[config.mk]
export PLATFORM = sky130hd
export DESIGN_NAME = alu_sequencer
export DESIGN_NICKNAME = d
export VERILOG_FILES = /design/src/rtl/alu_sequencer.sv
export SDC_FILE = /design/constraint.sdc
export NUM_CORES = 1
export LEC_CHECK = 0
export CAP_MARGIN = 20
export CORE_MARGIN = 2
export CORE_UTILIZATION = 53
export DETAILED_ROUTE_END_ITERATION = 8
export GPL_ROUTABILITY_DRIVEN = 0
export GPL_TIMING_DRIVEN = 0
export PLACE_DENSITY = 0.8
export SYNTH_ARGS = -nofsm -noshare
export SYNTH_HDL_FRONTEND = slang
export SYNTH_SLANG_ARGS = --single-unit
[constraint.sdc]
create_clock -name clk -period 2.6 [get_ports clk]
set_input_delay 0.52 -clock clk [delete_from_list [all_inputs] [get_ports clk]]
set_output_delay 0.52 -clock clk [all_outputs]
set_load 0.03 [all_outputs]
[src/rtl/alu_sequencer.sv]
// alu_sequencer: multi-cycle controller that feeds an external combinational ALU
// from a 4-entry register file and writes the captured result back.
module alu_sequencer #(
    parameter int unsigned DATA_W = 8
) (
    input  logic              clk,
    input  logic              rst,
    input  logic              instr_valid,
    output logic              instr_ready,
    input  logic [7:0]        instr,
    input  logic              ld_en,
    output logic              ld_ready,
    input  logic [1:0]        ld_addr,
    input  logic [DATA_W-1:0] ld_data,
    input  logic [1:0]        rd_addr,
    output logic [DATA_W-1:0] rd_data,
    output logic [DATA_W-1:0] alu_a,
    output logic [DATA_W-1:0] alu_b,
    output logic [1:0]        alu_opc,
    input  logic [DATA_W-1:0] alu_out,
    output logic [DATA_W-1:0] result,
    output logic              zero,
    output logic              done
);

    localparam int unsigned NUM_REGS = 4;
    localparam int unsigned INSTR_W  = 8;

    localparam logic [1:0] S_IDLE = 2'd0;
    localparam logic [1:0] S_READ = 2'd1;
    localparam logic [1:0] S_EXEC = 2'd2;
    localparam logic [1:0] S_WB   = 2'd3;

    logic [1:0]                         state_q,   state_d;
    logic [INSTR_W-1:0]                 instr_q,   instr_d;
    logic [NUM_REGS-1:0][DATA_W-1:0]    regs_q,    regs_d;
    logic [DATA_W-1:0]                  alu_a_q,   alu_a_d;
    logic [DATA_W-1:0]                  alu_b_q,   alu_b_d;
    logic [1:0]                         alu_opc_q, alu_opc_d;
    logic [DATA_W-1:0]                  result_q,  result_d;
    logic                               zero_q,    zero_d;

    // Status decoded purely from state; rd_data is a direct register-file read.
    assign instr_ready = (state_q == S_IDLE);
    assign ld_ready    = (state_q == S_IDLE);
    assign done        = (state_q == S_WB);
    assign rd_data     = regs_q[rd_addr];
    assign alu_a       = alu_a_q;
    assign alu_b       = alu_b_q;
    assign alu_opc     = alu_opc_q;
    assign result      = result_q;
    assign zero        = zero_q;

    // Next-state and datapath update; loads and writeback live in disjoint states.
    always_comb begin
        state_d   = state_q;
        instr_d   = instr_q;
        regs_d    = regs_q;
        alu_a_d   = alu_a_q;
        alu_b_d   = alu_b_q;
        alu_opc_d = alu_opc_q;
        result_d  = result_q;
        zero_d    = zero_q;
        case (state_q)
            S_IDLE: begin
                if (ld_en) begin
                    regs_d[ld_addr] = ld_data;
                end
                if (instr_valid) begin
                    instr_d = instr;
                    state_d = S_READ;
                end
            end
            S_READ: begin
                alu_a_d   = regs_q[instr_q[3:2]];
                alu_b_d   = regs_q[instr_q[1:0]];
                alu_opc_d = instr_q[7:6];
                state_d   = S_EXEC;
            end
            S_EXEC: begin
                result_d = alu_out;
                state_d  = S_WB;
            end
            S_WB: begin
                regs_d[instr_q[5:4]] = result_q;
                zero_d               = (result_q == '0);
                state_d              = S_IDLE;
            end
            default: begin
                state_d = S_IDLE;
            end
        endcase
    end

    // State and datapath registers; reset drops any in-flight instruction.
    always_ff @(posedge clk or posedge rst) begin
        if (rst) begin
            state_q   <= S_IDLE;
            instr_q   <= '0;
            regs_q    <= '0;
            alu_a_q   <= '0;
            alu_b_q   <= '0;
            alu_opc_q <= '0;
            result_q  <= '0;
            zero_q    <= 1'b0;
        end else begin
            state_q   <= state_d;
            instr_q   <= instr_d;
            regs_q    <= regs_d;
            alu_a_q   <= alu_a_d;
            alu_b_q   <= alu_b_d;
            alu_opc_q <= alu_opc_d;
            result_q  <= result_d;
            zero_q    <= zero_d;
        end
    end

endmodule

# == Word-level counts from Yosys, hierarchy flattened ==
# Cells that the tools add are included.
# word_totals
reg_bits,69
latch_bits,0
mem_bits_rw,0
mem_bits_ro,0
inputBits,32
output_inout_bits,38
wordCells,46
n_memories,0
# op_classes
add_sub_neg,0
mul,0
n_div,0
order_cmp,7
eq_ne,5
n_shift,0
mux,16
bitwise_logic,0
reduce_logical,7
# op_table
operator,n
$bwmux 32,2
$pmux 32 s2,1
$bmux 8 s2,3
$mux 8,5
$demux 8 s2,2
$mux 32,1
$lt 2x3->1 const B,5
$logic_not 8->1,1
$pmux 2 s4,1
$eq 2x2->1 const B,2
$ge 2x1->1 const B,2
$reduce_and 2->1,2
$eq 2x1->1 const B,1
$logic_and 1x1->1,2
$logic_not 2->1,1
$mux 2,1
$ne 2x1->1 const B,1
$ne 2x2->1 const B,1
$reduce_bool 2->1,1

# == Depth between registers and ports, before layout ==
# Gate-level depths: netlist of the first run.
# logic_depth
ltp_word,7
ltp_mapped,7

# == Least setup slack after synthesis of the first run ==
# Ideal clock, no wire load.
# synth_path
path_type,register to register
from,register state_q[0]
to,register regs_q[10] in the netlist's numbering
arrival_time_ps,1912
t_required_ps,2475
path_slack_ps,564
path_stages_with_launch,7
n_path_buf,2
period_less_slack_ps,2036
path_cell_list,dfrtp_1 -> ha_1 -> buf_6 -> nor3b_2 -> o21ba_2 -> buf_6 -> mux2_2
# synth_between
elab_chain_cells,3
# synth_rtl
element,line,text
from (decl),34,"logic [1:0] state_q, state_d;"
from (signal assigned),107,state_q <= state_d;
$eq 2x2->1 *,--,
named net done,23,output logic done
$reduce_bool 2->1 (no line),--,
$reduce_and 2->1 (no line),--,
to (signal assigned),109,regs_q <= regs_d;
to (decl),36,"logic [NUM_REGS-1:0][DATA_W-1:0] regs_q, regs_d;"
# The timed path passes the listed nets; every way through them passes the cells marked *.
# A chain may end at the register's enable or synchronous reset.

# == Worst setup path in the final report of the first run ==
# layout_path
from,input port rd_addr[1]
to,output port rd_data[1]
# layout_between
elab_chain_cells,2
# layout_rtl
element,line,text
from (decl),15,"input logic [1:0] rd_addr,"
$bmux 8 s2,47,assign rd_data = regs_q[rd_addr];
$mux 8 (implied by the code),47,
to (decl),16,"output logic [DATA_W-1:0] rd_data,"
# No other way between the ends. The select of a mux whose other input is x is not followed.

==> reports/metrics.cfg, run 1 <==
[detailed_routing]
vias=2664
drc=0
top_layer=met4
finalWirelength_mm=8.996
vias_per_cell=6.096
ant_nets=0
post_drt_wl_per_cell_um=20.59
dr.pass1.iters=4
drtIter0Drc=223
m1WireLength_mm=3.839
wl_met2_mm=4.435
met3WireLength_um=595

[cells_and_area]
nets=373
instances_no_fill=437
drive_gt1_frac=0.3636
area_delta_synth_final_pct=26.17
n_antenna_cell=0
final_util=0.6976

[synthesis]
syn-num-nets=295
synth_fa_ha_area_frac=0.01656
yosys.area.top_type=dfrtp_1
postSynth.asyncResetShare=1.000
syn_inst=258
synth_top_family_by_area=multiplexers
synthMuxAreaShare=0.3425
synth.top_cell.area_share=0.4571
synth_most_common_cell=dfrtp_1
synth_edf_count=0
synthSimpleGateAreaFrac=0.03975
syn-mean-instance-area_um2=14.64
yosysWarnings=0
synth_common_cells=69 x dfrtp_1, 66 x mux2_2, 24 x a32o_1, 24 x mux4_2, 9 x nand2_1
synth-seq-area-share=0.4571
synth_seq_cells=69
synth_xor_area_frac=0
synth_flop_cell=dfrtp_1
ys_types=30
synth_compound_area_frac=0.1050
synth.area.top_cells=dfrtp_1 46%, mux2_2 20%, mux4_2 14%
synth_area_um2=3777

[clock_tree]
clk_latency_ps=340
clkSinkCount=69
cts_buffer_depth=2
numCtsBuffers=9
cts_tree=built
htree_levels=3
postCtsSetupBuffers=0
path_clk_slew_ps=80
root_buffer=clkbuf_8
cts_hold_buf=0

[die]
start_util=0.5529
ios=70
rows=30
core_um2=6832
die_h_um=88.42
die_w_um=88.42
die_area_um2=7818

[global_routing]
antenna_found_initial=0
grt_pass1_wl_mm=14.30
track_usage=0.2524
grt-ovfl-total=0
grt_max_degree=70
grt_pass1_vias=2683

[power_and_ir_drop]
cellLeakagePower_nw=1.983
vdd_ir_drop_max_v=0.0006985
power_density_nw_per_um2=1169

[min_path]
hold_path.class=reg -> reg

[timing]
report.final.slew_viol_count=0
max_freq_mhz=399.0
slew_headroom=0.4316
fin_crit_sh=0.9639
layout_setup_ws_ps=93.85
setup_violations=0
worst_pin_slew_ps=852.6
rsz0062_at_grt=no
hold-worst-slack_ps=508.5
layout_min_cycle_time_ps=2506
fin_skew_ps=7.966
hold_viol_final=0

[place]
hpwl_mm=6.142
port_buffers=67
dpl_worst_slack_ps=78.55
placed_cells=421

[critical_path]
cp_max_fo=8
critPathArrivalTime_ps=1990
end_kind=output pin
slowest_delay_ps=610
crit_buf_inv=2
crit_path_start_kind=input pin
required_ps=2080
r2r_slack_ps=390
crit_type=in -> out
cp_slowest_cell=clkdlybuf4s50_1
cp_cell_sequence=buf_1 > mux4_2 > clkdlybuf4s50_1
critPathTopFamily=buffers and inverters

[flow_run]
maxCapViolCount=0

[run_status]
status=finished, final reports clean

[where the power goes]
part | leakage [nW] | internal, mW | switching [mW]
sequential | 0.897 | 1.45 | 0.392
combinational | 0.990 | 1.43 | 1.42
clock | 0.0964 | 0.467 | 0.414
[layer usage]
layer / vias up / GRT usage
li1: 1182 / -
met4: 0 / 0.08678
met5: - / 0
met3: 12 / 0.05597
met2: 101 / 0.4053
met1: 1369 / 0.3431
[cell usage in the layout, fill, tap and decap left out, types with 2 or more instances in the layout]
| cell | synthesis | final |
|---|---|---|
| o21ai_0 | 2 | 2 |
| nand2_1 | 9 | 9 |
| clkbuf_1 | 8 | 10 |
| and3b_1 | 3 | 3 |
| buf_2 | 4 | 4 |
| dfrtp_1 | 69 | 69 |
| mux2_2 | 66 | 66 |
| a32o_1 | 24 | 24 |
| clkbuf_8 | 0 | 10 |
| clkdlybuf4s50_1 | 0 | 67 |
| buf_1 | 3 | 3 |
| ha_1 | 5 | 4 |
| buf_6 | 5 | 5 |
| nor2b_1 | 2 | 2 |
| nor3b_2 | 2 | 2 |
| clkinv_2 | 0 | 2 |
| o2bb2ai_1 | 7 | 7 |
| o21ba_2 | 3 | 3 |
| nor4_1 | 2 | 2 |
| inv_1 | 6 | 5 |
| mux4_2 | 24 | 24 |
| nor2_1 | 3 | 3 |
[area by class of cell]
| class | instances | area [um^2] |
|---|---|---|
| Clock inverter | 4 | 47.55 |
| Clock buffer | 12 | 145.1 |
| Inverter | 6 | 25.02 |
| Buffer | 21 | 125.1 |
| Timing Repair Buffer | 67 | 670.6 |
| Multi-Input combinational cell | 162 | 1906 |
| Sequential cell | 69 | 1727 |
| Fill cell | 510 | 2066 |
| Tap cell | 96 | 120.1 |
[registers in the layout, summed over array words and instances, names as in the netlist]
signal and flops:
alu_opc 2, regs_q 32, result 8, state_q 2, alu_b 8, zero 1, alu_a 8, instr_q 8
[worst paths after layout]
check,endpoint,startpoint,cells past startpoint
worst max-delay path,rd_data[1],rd_addr[1],3
worst min register to register,alu_b[7],alu_b[7],1
worst max register to register,regs_q[23],state_q[0],6
worst min-delay path,alu_b[7],alu_b[7],1
max in group asynchronous,regs_q[1],rst,2
min in group asynchronous,alu_a[4],rst,2
[logic make-up (layout without fill, tap and decap cells)]
group	after synthesis	after routing
multiplexers	91	91
flip-flops	69	69
AO/OA/AOI/OAI	41	41
buffers and inverters	27	110
AND/OR/NAND/NOR	25	25
adder cells (fa/ha/maj)	5	5
[repair_timing]
action,CTS,global route
setup endpoints to repair,0,1
endpoints found under the hold margin,0,0
resized for setup,0,1
[stage by stage]
| stage | TNS, ps | total power [mW] | instance area [um^2] |
|---|---|---|---|
| after floorplan | 0 | 3.765 | 3777 |
| final | 0 | 5.572 | 4766 |
| after global routing | 0 | 5.877 | 4766 |
| after detailed placement | 0 | 4.709 | 4571 |
| after CTS | 0 | 5.592 | 4763 |
| after global placement | -58230 | 4.606 | 4568 |
Note: power is estimated with default switching activity, not from simulation.
==> inputs of run 2 (changes only) <==
--- a/config.mk
+++ b/config.mk
@@ -6,12 +6,12 @@
 export NUM_CORES = 1
 export LEC_CHECK = 0
 export CAP_MARGIN = 20
-export CORE_MARGIN = 2
+export CORE_MARGIN = 1
 export CORE_UTILIZATION = 53
 export DETAILED_ROUTE_END_ITERATION = 8
 export GPL_ROUTABILITY_DRIVEN = 0
 export GPL_TIMING_DRIVEN = 0
-export PLACE_DENSITY = 0.8
+export PLACE_DENSITY = 0.82
 export SYNTH_ARGS = -nofsm -noshare
 export SYNTH_HDL_FRONTEND = slang
 export SYNTH_SLANG_ARGS = --single-unit
==> constraint.sdc (replaced) <==
create_clock -name clk -period 2.6 [get_ports clk]
set_input_delay 0.39 -clock clk [delete_from_list [all_inputs] [get_ports clk]]
set_output_delay 0.39 -clock clk [all_outputs]
set_load 0.03 [all_outputs]
==> run 2 against run 1 <==
Compared with the run above: die area shrank 4.5%; sequential share of layout area shrank 0.40 points; fmax grew 2.6%; largest power group unchanged; total power grew 3.2%; clock-buffer cell count shrank 3; sequential cell count is the same; via count grew 0.41%.
==> reports/metrics.cfg, run 2 (same netlist as run 1, synthesis figures left out) <==
[run_status]
status=finished, final reports clean

[global_routing]
antenna_found_initial=0
grt_pass1_wl_mm=14.21
grt_pass1_vias=2702
track_usage=0.2655
grt-ovfl-total=0
grt_max_degree=70

[critical_path]
cp_max_fo=5
required_ps=2210
crit_type=reg -> out
crit_path_start_kind=flip-flop
end_kind=output pin
critPathArrivalTime_ps=2050

[detailed_routing]
dr.pass1.iters=4
post_drt_wl_per_cell_um=20.16
ant_nets=0
drtIter0Drc=162
drc=0
finalWirelength_mm=8.808
vias_per_cell=6.121
vias=2675

[timing]
slew_headroom=0.4338
worst_pin_slew_ps=849.4
fin_skew_ps=13.44
setup_violations=0
rsz0062_at_grt=no
fin_crit_sh=0.9397
hold_viol_final=0
layout_min_cycle_time_ps=2443
max_freq_mhz=409.3
report.final.slew_viol_count=0

[power_and_ir_drop]
power_density_nw_per_um2=1193
vdd_ir_drop_max_v=0.0006382
power_mw=5.750
cellLeakagePower_nw=2.008

[die]
ios=70
die_h_um=86.42
core_um2=6832
die_w_um=86.42
start_util=0.5529
die_area_um2=7468
rows=30

[cells_and_area]
multi_input_area_um2=1903
register_area_um2=1727
area_delta_synth_final_pct=27.56
layout_common_cells=69 x dfrtp_1, 67 x clkdlybuf4s50_1, 66 x mux2_2, 24 x mux4_2, 24 x a32o_1
nets=373
nFillCells=509
regMostFlops=regs_q
largest_reg_flops=32
postLayoutCellArea_um2=4818
final_util=0.7053
n_antenna_cell=0
drive_gt1_frac=0.3666
mostFrequentLayoutCell=dfrtp_1
instances_no_fill=437

[clock_tree]
clkSinkCount=69
cts_resized=0
cts_buffer_depth=2
cts_tree=built
postCtsSetupBuffers=0
cts_hold_buf=0
numCtsBuffers=9
root_buffer=clkbuf_8
clk_latency_ps=360
htree_levels=3
path_clk_slew_ps=80

[place]
port_buffers=67
hpwl_mm=6.110
placed_cells=421
placed_area_um2=4571

[flow_run]
maxCapViolCount=0

[min_path]
hold_path.class=reg -> reg

==> run 2: final timing paths <==
check	startpoint	end	slack, ps	cells after the start
max	state_q[0]	ld_ready	160	4
min	alu_b[4]	alu_b[4]	510	1
max reg2reg	state_q[0]	regs_q[17]	330	6
min reg2reg	alu_b[4]	alu_b[4]	510	1
max in group asynchronous	rst	instr_q[5]	1480	2
min in group asynchronous	rst	alu_b[7]	570	2
==> run 2: routing by layer <==
metal | up-vias | share of wire | global-route usage
met5 | - | 0 | 0
met2 | 105 | 0.51 | 0.4380
li1 | 1182 | - | -
met4 | 0 | 0.022 | 0.1197
met3 | 17 | 0.058 | 0.06095
met1 | 1371 | 0.41 | 0.3368
==> run 2: report_power, final <==
part | internal (mW) | switching (mW) | total (mW)
logic | 1.43 | 1.40 | 2.83
registers | 1.45 | 0.391 | 1.84
clock network | 0.641 | 0.435 | 1.08
total | 3.52 | 2.23 | 5.75
==> run 2: per-stage QoR <==
stage                     TNS, ps  hold slack [ps]  setup WS, ps
after floorplan                 0            473.7         470.1
after global placement     -50280            482.3        -732.6
after detailed placement        0            492.7         182.3
after CTS                       0            512.2         129.3
after global routing            0            527.9         38.95
final                           0            508.6         156.7
==> run 2: critical path, stage by stage, from the launching register on <==
cell and delay [ps]:
dfrtp_1 420, inv_1 130, ha_1 340, buf_4 160
clkdlybuf4s50_1 650
==> run 2: final cells by class <==
cell class                      count  share of cell area
Clock inverter                      7             0.02571
Buffer                             21             0.02597
Inverter                            6            0.005193
Timing Repair Buffer               67              0.1392
Tap cell                           96             0.02493
Clock buffer                        9             0.02571
Sequential cell                    69              0.3583
Multi-Input combinational cell    162              0.3950
==> inputs of run 3 (changes only) <==
--- a/config.mk
+++ b/config.mk
@@ -5,13 +5,14 @@
 export SDC_FILE = /design/constraint.sdc
 export NUM_CORES = 1
 export LEC_CHECK = 0
+export ABC_AREA = 1
 export CAP_MARGIN = 20
-export CORE_MARGIN = 1
-export CORE_UTILIZATION = 53
+export CORE_UTILIZATION = 54
 export DETAILED_ROUTE_END_ITERATION = 8
 export GPL_ROUTABILITY_DRIVEN = 0
 export GPL_TIMING_DRIVEN = 0
 export PLACE_DENSITY = 0.82
+export SLEW_MARGIN = 20
 export SYNTH_ARGS = -nofsm -noshare
 export SYNTH_HDL_FRONTEND = slang
 export SYNTH_SLANG_ARGS = --single-unit
==> run 3 against run 2 <==
Compared with the run above: register-to-register slack better by 530 ps; synthesized cell count is 140% higher; via count is 68% higher; setup slack worse by 110 ps; clock skew is 1.4 ps lower.
==> reports/metrics.cfg, run 3 <==
[clock_tree]
path_clk_slew_ps=80
clk_latency_ps=360
postCtsSetupBuffers=0
htree_levels=3
cts_tree=built
cts_buffer_depth=2
cts_hold_buf=0
numCtsBuffers=9
root_buffer=clkbuf_8
clkSinkCount=69

[place]
hpwl_mm=8.751
port_buffers=68
dpl_worst_slack_ps=-51.04
placed_area_um2=5009

[cells_and_area]
nFillCells=622
drive_gt1_frac=0.08745
n_antenna_cell=0
layout_common_cells=316 x nand2_1, 69 x dfrtp_1, 64 x clkdlybuf4s50_1, 59 x inv_1, 42 x nand3_1
postLayoutCellArea_um2=5245
nets=741
mostFrequentLayoutCell=nand2_1
largest_reg_flops=32
area_delta_synth_final_pct=25.66
regMostFlops=regs_q

[detailed_routing]
ant_nets=0
drtIter0Drc=511
dr.pass1.iters=5
finalWirelength_mm=11.63
vias=4485
post_drt_wl_per_cell_um=14.40
vias_per_cell=5.551
drc=0

[critical_path]
critPathTopFamily=buffers and inverters
crit_type=in -> out
end_kind=output pin
cp_max_fo=10
path_depth=6
reg2reg_from=state_q[1]
critPathArrivalTime_ps=2160
reg2reg_depth=7
slowest_delay_ps=670
crit_buf_inv=3
cpMostUsedCell=clkdlybuf4s50_1
required_ps=2210
cp_slowest_cell=clkdlybuf4s50_1
crit_start=rd_addr[0]
r2r_slack_ps=860
cp_cell_sequence=clkdlybuf4s50_1 > clkbuf_2 > a21oi_1 > o21ai_0 > nand2_1 > clkdlybuf4s50_1
timing.rr.end=alu_a[0]
crit_end=rd_data[2]
crit_path_start_kind=input pin

[global_routing]
grt_max_degree=50
grt_pass1_wl_mm=19.70
antenna_found_initial=0
track_usage=0.3040
grt_pass1_vias=4206
grt-ovfl-total=0

[timing]
fin_crit_sh=0.9825
layout_min_cycle_time_ps=2555
slew_headroom=0.6463
report.final.slew_viol_count=0
max_freq_mhz=391.5
layout_setup_ws_ps=45.48
hold-worst-slack_ps=337.5
hold_viol_final=0
rsz0062_at_grt=no
worst_pin_slew_ps=528.6
fin_skew_ps=12.08
setup_violations=0

[synthesis]
synth.area.top_cells=dfrtp_1 41%, nand2_1 28%, inv_1 5.4%
syn_inst=624
synth.top_cell.area_share=0.4137
yosysWarnings=0
postSynth.asyncResetShare=1.000
syn-num-nets=661
synth_edf_count=0
syn-mean-instance-area_um2=6.689
ys_types=23
synth_seq_cells=69
synth-seq-area-share=0.4137
synth_common_cells=316 x nand2_1, 69 x dfrtp_1, 60 x inv_1, 42 x nand3_1, 36 x o21ai_0
synth_most_common_cell=nand2_1
synth_area_um2=4174
yosys.area.top_type=dfrtp_1
synth_flop_cell=dfrtp_1

[die]
die_area_um2=8086
ios=70
core_um2=7370
start_util=0.5664
die_h_um=89.92
die_w_um=89.92
rows=31

[flow_run]
maxCapViolCount=0

[power_and_ir_drop]
power_mw=6.241
cellLeakagePower_nw=2.876
power_density_nw_per_um2=1190
vdd_ir_drop_max_v=0.0008954

[min_path]
hold_path.class=in -> async

[run_status]
status=finished, final reports clean

==> run 3: cells by family after synthesis <==
family | Yosys count | synth area share
AND/OR/NAND/NOR | 392 | 0.3855
buffers and inverters | 89 | 0.08543
flip-flops | 69 | 0.4137
AO/OA/AOI/OAI | 61 | 0.07884
multiplexers | 8 | 0.02158
adder cells (fa/ha/maj) | 5 | 0.01499
==> run 3: worst min-delay path by stage <==
stage | start | end | slack, ps | depth (start not counted)
CTS | rst | alu_a[1] | 350 | 2
global route | rst | alu_a[1] | 360 | 2
floorplan | instr_q[6] | alu_opc[0] | 440 | 2
global placement | instr_q[7] | alu_opc[1] | 460 | 2
detailed placement | alu_a[5] | alu_a[5] | 460 | 2
finish | rst | alu_a[3] | 340 | 2
==> run 3: cell type report <==
type,count,area (um^2),area share
multi-input cells,466,2091,0.3986
inverters,68,259.0,0.04938
clock buffers,9,123.9,0.02362
plain buffers,21,103.9,0.01980
flip-flops and latches,69,1727,0.3292
clock inverters,7,98.84,0.01885
well taps,99,123.9,0.02362
repair buffers,69,718.2,0.1369
==> run 3: through the flow <==
step                utilization  TNS [ps]  cells
finish                   0.7117         0    808
CTS                      0.7104         0    808
global placement         0.6756    -44200    791
detailed placement       0.6796    -238.0    792
global route             0.7117         0    808
floorplan                     -         0    624
==> run 3: worst reg2reg max path, cell delays in order (launching register included) <==
cell      delay (ps)
dfrtp_1          410
inv_1            130
ha_1             150
buf_2            230
clkinv_1         290
buf_2            280
nand2_1           80
nand2_1           60
==> run 3: repair_timing <==
item	4_1_cts	5_1_grt
endpoints found under the setup margin	8	4
gates resized for setup	3	4
endpoints found under the hold margin	0	0
gates cloned	0	0
==> run 3: layer usage <==
layer,share of wire,vias up,global-route usage
met5,0,-,0
met4,0.040,0,0.1465
met3,0.081,51,0.04230
met2,0.47,260,0.4840
met1,0.41,2084,0.4101
li1,-,2090,-
==> run 3: power breakdown <==
part	total (mW)	internal [mW]	switching [mW]
clock network	0.998	0.545	0.454
registers	1.76	1.48	0.282
logic	3.48	1.19	2.29
